### src/rtl/time_entry.sv
// rtl/time_entry.sv - button-driven MM:SS setpoint entry with debounced inputs and commit pulse
// Writer side of the countdown controller's time-load interface.

module time_entry_btn #(
  parameter int CYCLES = 4
) (
  input  logic clk,
  input  logic reset,
  input  logic raw,
  output logic press
);
  localparam int CW = $clog2(CYCLES + 1);

  logic          s1, s2, level, level_d;
  logic [CW-1:0] cnt;

  // Buttons are active-low: level 1 means released.
  always_ff @(posedge clk) begin
    if (reset) begin
      s1      <= 1'b1;
      s2      <= 1'b1;
      level   <= 1'b1;
      level_d <= 1'b1;
      cnt     <= '0;
      press   <= 1'b0;
    end else begin
      s1      <= raw;
      s2      <= s1;
      level_d <= level;
      press   <= level_d & ~level;
      if (s2 == level) begin
        cnt <= '0;
      end else if (cnt == CW'(CYCLES - 1)) begin
        level <= s2;
        cnt   <= '0;
      end else begin
        cnt <= cnt + CW'(1);
      end
    end
  end
endmodule

module time_entry #(
  parameter int DEBOUNCE_CYCLES = 500000
) (
  input  logic        clk,
  input  logic        reset,
  input  logic        btnSel,
  input  logic        btnInc,
  input  logic        btnGo,
  input  logic        busy,
  output logic [15:0] setTime,
  output logic        loadTime,
  output logic [15:0] editTime,
  output logic [1:0]  digitSel,
  output logic        editing
);
  typedef enum logic [1:0] {IDLE, EDIT, COMMIT} state_t;

  state_t      state, state_n;
  logic        sel_p, inc_p, go_p;
  logic        ev_sel, ev_inc, ev_go;
  logic [15:0] edit_n, set_n;
  logic [1:0]  dig_n;
  logic        load_n;
  logic [3:0]  nib, nib_max, nib_inc;

  time_entry_btn #(.CYCLES(DEBOUNCE_CYCLES)) u_sel (.clk(clk), .reset(reset), .raw(btnSel), .press(sel_p));
  time_entry_btn #(.CYCLES(DEBOUNCE_CYCLES)) u_inc (.clk(clk), .reset(reset), .raw(btnInc), .press(inc_p));
  time_entry_btn #(.CYCLES(DEBOUNCE_CYCLES)) u_go  (.clk(clk), .reset(reset), .raw(btnGo),  .press(go_p));

  assign ev_go  = go_p;
  assign ev_inc = inc_p & ~go_p;
  assign ev_sel = sel_p & ~inc_p & ~go_p;

  // Tens-of-seconds wraps after 5; every other digit after 9, with no carry.
  always_comb begin
    nib     = editTime[{digitSel, 2'b00} +: 4];
    nib_max = (digitSel == 2'd1) ? 4'd5 : 4'd9;
    nib_inc = (nib >= nib_max) ? 4'd0 : nib + 4'd1;
  end

  always_comb begin
    state_n = state;
    edit_n  = editTime;
    set_n   = setTime;
    dig_n   = digitSel;
    load_n  = 1'b0;
    case (state)
      IDLE: begin
        if (ev_sel && !busy) begin
          state_n = EDIT;
          edit_n  = setTime;
          dig_n   = 2'd3;
        end
      end
      EDIT: begin
        if (busy) begin
          state_n = IDLE;
        end else if (ev_go) begin
          state_n = COMMIT;
          if (editTime != 16'h0000) begin
            set_n  = editTime;
            load_n = 1'b1;
          end
        end else if (ev_inc) begin
          edit_n[{digitSel, 2'b00} +: 4] = nib_inc;
        end else if (ev_sel) begin
          dig_n = digitSel - 2'd1;
        end
      end
      COMMIT:  state_n = IDLE;
      default: state_n = IDLE;
    endcase
  end

  always_ff @(posedge clk) begin
    if (reset) begin
      state    <= IDLE;
      setTime  <= 16'h0000;
      editTime <= 16'h0000;
      digitSel <= 2'd3;
      loadTime <= 1'b0;
    end else begin
      state    <= state_n;
      setTime  <= set_n;
      editTime <= edit_n;
      digitSel <= dig_n;
      loadTime <= load_n;
    end
  end

  assign editing = (state == EDIT);
endmodule
### config.mk
export PLATFORM = sky130hd
export DESIGN_NAME = time_entry
export DESIGN_NICKNAME = d
export VERILOG_FILES = /design/src/rtl/time_entry.sv
export SDC_FILE = /design/constraint.sdc
export NUM_CORES = 1
export LEC_CHECK = 0
export BUFFER_PORTS_ARGS = -buffer_cell sky130_fd_sc_hd__buf_4
export CORE_ASPECT_RATIO = 1.25
export CORE_MARGIN = 2
export CORE_UTILIZATION = 59
export DETAILED_ROUTE_END_ITERATION = 16
export PLACE_DENSITY = 0.76
export SLEW_MARGIN = 15
export SYNTH_ARGS = -nofsm -noshare
export SYNTH_HDL_FRONTEND = slang
export SYNTH_HIERARCHICAL = 1
export SYNTH_SLANG_ARGS = --single-unit
### constraint.sdc
create_clock -name clk -period 3.31 [get_ports clk]
set_input_delay 0.331 -clock clk [delete_from_list [all_inputs] [get_ports clk]]
set_output_delay 0.331 -clock clk [all_outputs]
set_load 0.02 [all_outputs]
==> results.md, run 1 <==
* Outcome: finished clean
* Largest net degree at the start of global routing at 58
* Endpoints failing hold at 0
* Startpoint class of the critical path: register
* Total die area at slightly above 9000 um^2
* Detailed-route via count at 4,053
* Detailed Place HPWL at roughly 7400 um
* Slew HR at 0.4873
* Design area at between 5000 and 6000 um^2
* Mapped Nets at approximately 550
* Syn Inst Count at 535
* Nets at 593
* Num rows at 37
* Critical Path AT at 3.06 ns
* Core area at around 8300 um^2
* Root buffer cell: clkbuf_8
* Tcrit/Tclk final at 0.8397
* Longest Clk Path Bufs at 2
* Die X at 86.75 um
* RSZ-0062 raised after global routing: no
* Clock slew at reported path FFs at 0.09 ns
* Number of synthesized flops with an enable pin at 0
* Kind of critical path: register to register
* # resized after CTS at 0
* Later-pin clock latency in the skew report at 0.37 ns
* Worst hold path class: input port to register
* Post-Route Utilization at 0.6791
* Top Ports at 42
* CTS tree: yes
* Worst-path fanout max at 13
* Seq pwr share at 0.576
* Overall routing resource usage at 0.2371
* Synthesized area at 5050 um^2
* Remaining antenna violation count at 0
* Switching Power at 453.6 uW
* Crit path capture type: register
* PD cells at 406.0 nW/um^2
* Proportion of netlist area held by the largest area contributor at 0.4321
* Fillers at 670
* Initial core utilization at 0.6094
* DRT Pass-1 Iters at 7
* Yosys reg bits at 109
* Clk_skew at ~0.011 ns
* Avg Cell Area, Syn at 9.439 um^2
* Final Max Tran Viols at 0
* Maximum vdd ir drop at between 0.0002 and 0.00025 V
* DRC errors left at 0
* Minimum clock period after layout at about 2.8 ns
* Routed vias/inst at 5.978
* Ys async rst share at 0
* Gate power share at 0.013
* Global-route wire length before repair at around 18,000 um
* Finish-stage setup viols at 0
* CTS H-tree depth at 3
* Avg WL per Cell at 15.29 um
* TNS Setup at 0 ns
* Netlist cell types at 63
* Max Freq at 359.8 MHz
* Initial antenna violation count at 0
* Internal power at 1832 uW
* Synth-to-layout area growth at 11.45%
* ANT cells at 0
* Hold buffer count at cts at 0
* Most used DFF post-synth: dfxtp_1
* Total CTS buffers at 9
* Leak Pwr at around 0.0020 uW
* Routability cong. at 0.8523
* Worst EP required at about 3.6 ns
* Area after DPL at approximately 5400 um^2
* Max-cap violation count at 0
* Clk sinks at 109
* DRT iter0 DRCs at 201
* Share of total power in the clock network at 0.410
* Post-synthesis sequential area ratio at 0.4321
* Number of global-route vias before repair at 3,857
* Post-CTS setup buffer count at 0
* Worst Tran Pin Value at 0.7584 ns
* WL final at 10,370 um
* Worst setup margin at ~0.53 ns
* Post-synth top area cell: dfxtp_1
* Most common cell in the netlist: dfxtp_1
* Most area-consuming cells after synthesis: dfxtp_1, nor2_1, xnor2_1
* I/O Buffers at between 40 and 50
* Post-synth top cells: dfxtp_1, nor2_1, xnor2_1, inv_1, mux2i_1
* Die H at 107.4 um
* Pre-CTS setup slack at 0.6119 ns
* Syn. warnings at 6
* Net switching fraction of the power at 0.1985
* GRT Residual Overflow at 0
* Final Power at 2285 uW
* Share of layout cells above drive strength 1 at 0.1566
worst max-delay path, cell delays in order (launching register included):
cell and delay, ns:
dfxtp_1 0.67, mux4_1 0.45, inv_1 0.19, ha_1 0.21, or2b_1 0.27, a2bb2oi_2 0.16, o22ai_4 0.30, a32oi_1 0.17
a211oi_1 0.27
flip-flops by register name (all words and copies together), names as in the netlist, 2 cells and up:
register and count:
setTime 16, digitSel 2, u_go/cnt 19, editTime 16, u_inc/cnt 19, state 2
u_sel/cnt 19
per-stage QoR:
stage,std cells,hold WS [ns]
after CTS,678,0.1197
final,678,0.1277
after global placement,662,0.3968
after detailed placement,662,0.3947
after floorplan,535,0.3895
after global routing,678,0.1181
power groups by stage:
stage / logic (uW) / registers (uW) / clock network, uW
2_1_floorplan: 21.8 / 1350 / 0
3_3_place_gp: 29.5 / 1350 / 0
3_5_place_dp: 30.4 / 1350 / 0
4_1_cts: 30.5 / 1320 / 958
5_1_grt: 33.5 / 1320 / 1000
6_report: 30.0 / 1320 / 938
area by class of cell:
| type | count | area [um^2] | area share |
|---|---|---|---|
| Inverter | 26 | 97.59 | 0.01734 |
| Clock inverter | 5 | 106.4 | 0.01890 |
| Multi-Input combinational cell | 387 | 2666 | 0.4738 |
| Sequential cell | 109 | 2182 | 0.3877 |
| Tap cell | 97 | 121.4 | 0.02157 |
| Clock buffer | 11 | 131.4 | 0.02334 |
| Timing Repair Buffer | 43 | 322.8 | 0.05736 |
cells in the final DEF (no fill, tap or decap), types with 3 or more instances in the layout:
master and count:
xor2_1 6, nand2_1 19, and2_1 4, xnor2_1 38, o21ai_0 8, mux2i_1 23
nand3_1 16, nand2b_1 3, nor3_1 14, clkbuf_8 9, a21oi_1 14, or4_1 3
ha_1 11, mux4_1 3, nor4_1 20, nand4_2 3, inv_1 26, bufinv_16 3
o22ai_1 8, or2_4 3, a32oi_1 8, a211oi_1 8, a22oi_1 6, nor2_1 90
nand4_1 18, dfxtp_1 109, buf_4 43, o31ai_1 3, nand3b_1 7, or2_2 7
nor4b_1 4
final timing paths:
check / from / to / slack (ns) / depth (start not counted)
min: busy / state[1] / 0.13 / 2
min reg2reg: u_inc/s1 / u_inc/s2 / 0.42 / 1
max reg2reg: digitSel[0] / editTime[9] / 0.53 / 8
max: digitSel[0] / editTime[9] / 0.53 / 8
kinds of logic (layout without fill, tap and decap cells):
group | count (synthesis) | in the layout | share of synthesized area
AOI/OAI and AO/OA | 71 | 71 | 0.1085
xor gates and xnor gates | 44 | 44 | 0.07631
adders and majority gates | 11 | 11 | 0.02725
buffers and inverters | 39 | 85 | 0.03989
DFF | 109 | 109 | 0.4321
muxes | 27 | 27 | 0.06566
and+or+nand+nor | 234 | 234 | 0.2502
metal layers:
| metal | vias to the layer above | track usage | wire length [um] |
|---|---|---|---|
| met5 | - | 0 | 0 |
| met3 | 21 | 0.03911 | 527 |
| met2 | 128 | 0.3841 | 5022 |
| met1 | 1897 | 0.3084 | 4550 |
| met4 | 0 | 0.1071 | 266 |
| li1 | 2007 | - | - |
Power figures use the tool's default switching activity.
==> inputs of run 2 (changes only) <==
--- a/config.mk
+++ b/config.mk
@@ -8,9 +8,9 @@
 export BUFFER_PORTS_ARGS = -buffer_cell sky130_fd_sc_hd__buf_4
 export CORE_ASPECT_RATIO = 1.25
 export CORE_MARGIN = 2
-export CORE_UTILIZATION = 59
+export CORE_UTILIZATION = 54
 export DETAILED_ROUTE_END_ITERATION = 16
-export PLACE_DENSITY = 0.76
+export PLACE_DENSITY = 0.73
 export SLEW_MARGIN = 15
 export SYNTH_ARGS = -nofsm -noshare
 export SYNTH_HDL_FRONTEND = slang
==> constraint.sdc (replaced) <==
create_clock -name clk -period 2.3 [get_ports clk]
set_input_delay 0.23 -clock clk [delete_from_list [all_inputs] [get_ports clk]]
set_output_delay 0.23 -clock clk [all_outputs]
set_load 0.02 [all_outputs]
==> run 2 against run 1 <==
Net effect: the flow now finishes with violations (negative setup slack); wire length grew 7.8%; global-route usage shrank 0.99 points; count of clock-buffer cells in the layout is the same; die area grew 8.9%; sequential cell count is the same; sequential power grew 43%; clock skew shrank 0.0045 ns; register-to-register slack lost 0.58 ns; critical path type unchanged.
==> results.md, run 2 (synthesized netlist as in run 1, its figures left out) <==
* Overall routing resource usage at 0.2272
* Final Max Tran Viols at 0
* Detailed Place HPWL at 7587 um
* Outcome: complete, but fails checks
* Startpoint class of the critical path: register
* Global-route wire length before repair at 19,000 um
* I/O Buffers at 41
* Placed Cells incl. Taps at 707
* Worst Tran Pin Value at 0.6162 ns
* Total CTS buffers at 9
* Detailed-route via count at 4,141
* Routed wl met3 at 541 um
* Largest net degree at the start of global routing at 58
* Most frequent cells in the layout: dfxtp_1, nor2_1, buf_4
* DRT Pass-1 Iters at 5
* Crit-path slowest cell: mux4_2
* Endpoints failing hold at 0
* Longest Clk Path Bufs at 2
* Internal power at 2924 uW
* Wire length on met1 at between 4000 and 5000 um
* GRT Residual Overflow at 0
* Clk sinks at 109
* Worst EP required at 2.57 ns
* Minimum clock period after layout at 2.353 ns
* Gate power share at 0.012
* Max-cap violation count at 0
* ANT cells at 0
* Max Freq at roughly 420 MHz
* Initial antenna violation count at 0
* Top Ports at 42
* Hold buffer count at cts at 0
* Leak Pwr at 0.002123 uW
* Failing checks: negative setup slack
* Avg WL per Cell at between 15 and 20 um
* DRC errors left at 0
* Routed vias/inst at 5.720
* Min Hold Slack at 0.05524 ns
* Non-Filler Instances at between 700 and 800
* Clock slew at reported path FFs at 0.07 ns
* Num rows at 39
* Worst hold path class: input port to register
* Fillers at 763
* Critical Path AT at 2.62 ns
* Die H at 112.1 um
* Die X at between 90 and 100 um
* Seq pwr share at 0.519
* Slew HR at 0.5854
* Post-CTS setup buffer count at 0
* Finish-stage setup viols at 9
* Maximum vdd ir drop at 0.0003454 V
* Share of total power in the clock network at 0.469
* DRT iter0 DRCs at 257
* Share of layout cells above drive strength 1 at 0.1997
* Root buffer cell: clkbuf_16
* Max Used Layer: met4
* Synth-to-layout area growth at 17.52%
* Remaining antenna violation count at 0
* WL met2 at 5435 um
* Top flop regs: u_go/cnt x19, u_inc/cnt x19, u_sel/cnt x19
* Leading cell type in the layout, fill and taps excluded: dfxtp_1
* Tcrit/Tclk final at 1.023
* Pre-CTS setup slack at -0.03351 ns
* Crit-path cells: mux4_2 > inv_2 > ha_4 > or2b_1 > a2bb2oi_4 > o22ai_2 > nand3b_1 > o22ai_1
* Routability cong. at 0.8578
* Later-pin clock latency in the skew report at 0.35 ns
* Initial core utilization at 0.5534
* CP peak stage delay at between 0.5 and 0.6 ns
* Number of global-route vias before repair at 3,993
* Crit path capture type: register
* Worst setup margin at -0.05348 ns
* WL final at approximately 11,000 um
* Switching Power at 726.4 uW
* Net switching fraction of the power at 0.1990
* Nets at just over 600
* Worst-path fanout max at 4
* Core area at 9125 um^2
* Total die area at 10,150 um^2
* CTS H-tree depth at 3
* RSZ-0062 raised after global routing: yes
* Kind of critical path: register to register
* CTS tree: yes
* PD cells at about 600 nW/um^2
* Clk_skew at approximately 0.0064 ns
[run 2: metal layers]
| layer | up-vias | GRT usage |
|---|---|---|
| li1 | 2052 | - |
| met1 | 1957 | 0.2867 |
| met2 | 110 | 0.3801 |
| met3 | 22 | 0.04161 |
| met4 | 0 | 0.1015 |
| met5 | - | 0 |
[run 2: worst max-delay path, delay by kind of cell (launching register included)]
| family | cells | cell delay (ns) |
|---|---|---|
| compound gates | 3 | 0.65 |
| fa+ha+maj | 1 | 0.12 |
| buf+inv | 1 | 0.10 |
| flops | 1 | 0.37 |
| mux | 1 | 0.54 |
| simple gates | 2 | 0.49 |
[run 2: power groups by stage]
stage / Sequential (uW) / Clock (uW) / Combinational (uW)
finish: 1890 / 1710 / 45.0
global route: 1890 / 1820 / 50.3
CTS: 1890 / 1740 / 46.3
detailed placement: 1940 / 0 / 46.0
global placement: 1940 / 0 / 44.6
floorplan: 1940 / 0 / 31.3
[run 2: final timing paths]
| check | startpoint | to | slack, ns | cells past startpoint |
|---|---|---|---|---|
| min | busy | state[1] | 0.06 | 2 |
| max | digitSel[1] | editTime[15] | -0.05 | 8 |
| min reg2reg | u_go/s1 | u_go/s2 | 0.41 | 1 |
| max reg2reg | digitSel[1] | editTime[15] | -0.05 | 8 |
[run 2: final cells by class]
class,count,area [um^2],area share
clock buffer,11,252.7,0.04259
clock inverter,5,82.58,0.01392
inverter,26,97.59,0.01645
multi-input combinational,388,2695,0.4541
sequential,109,2187,0.3685
tap,123,153.9,0.02593
timing repair buffer,62,465.4,0.07843
[run 2: stage by stage]
step           cell area, um^2    util  setup TNS, ns  total power (uW)
2_1_floorplan             5047       -              0              1969
3_3_place_gp              5563  0.6096              0              1983
3_5_place_dp              5563  0.6096       -0.07137              1984
4_1_cts                   5911  0.6477      -0.007523              3681
5_1_grt                   5934  0.6504         -1.212              3762
6_report                  5934  0.6504        -0.2656              3651
[run 2: repair_timing]
item / CTS / global route
hold endpoints to repair: 0 / 0
gates resized for setup: 2 / 3
gates cloned: 1 / 0
pin swaps: 11 / 5
setup endpoints to repair: 11 / 14
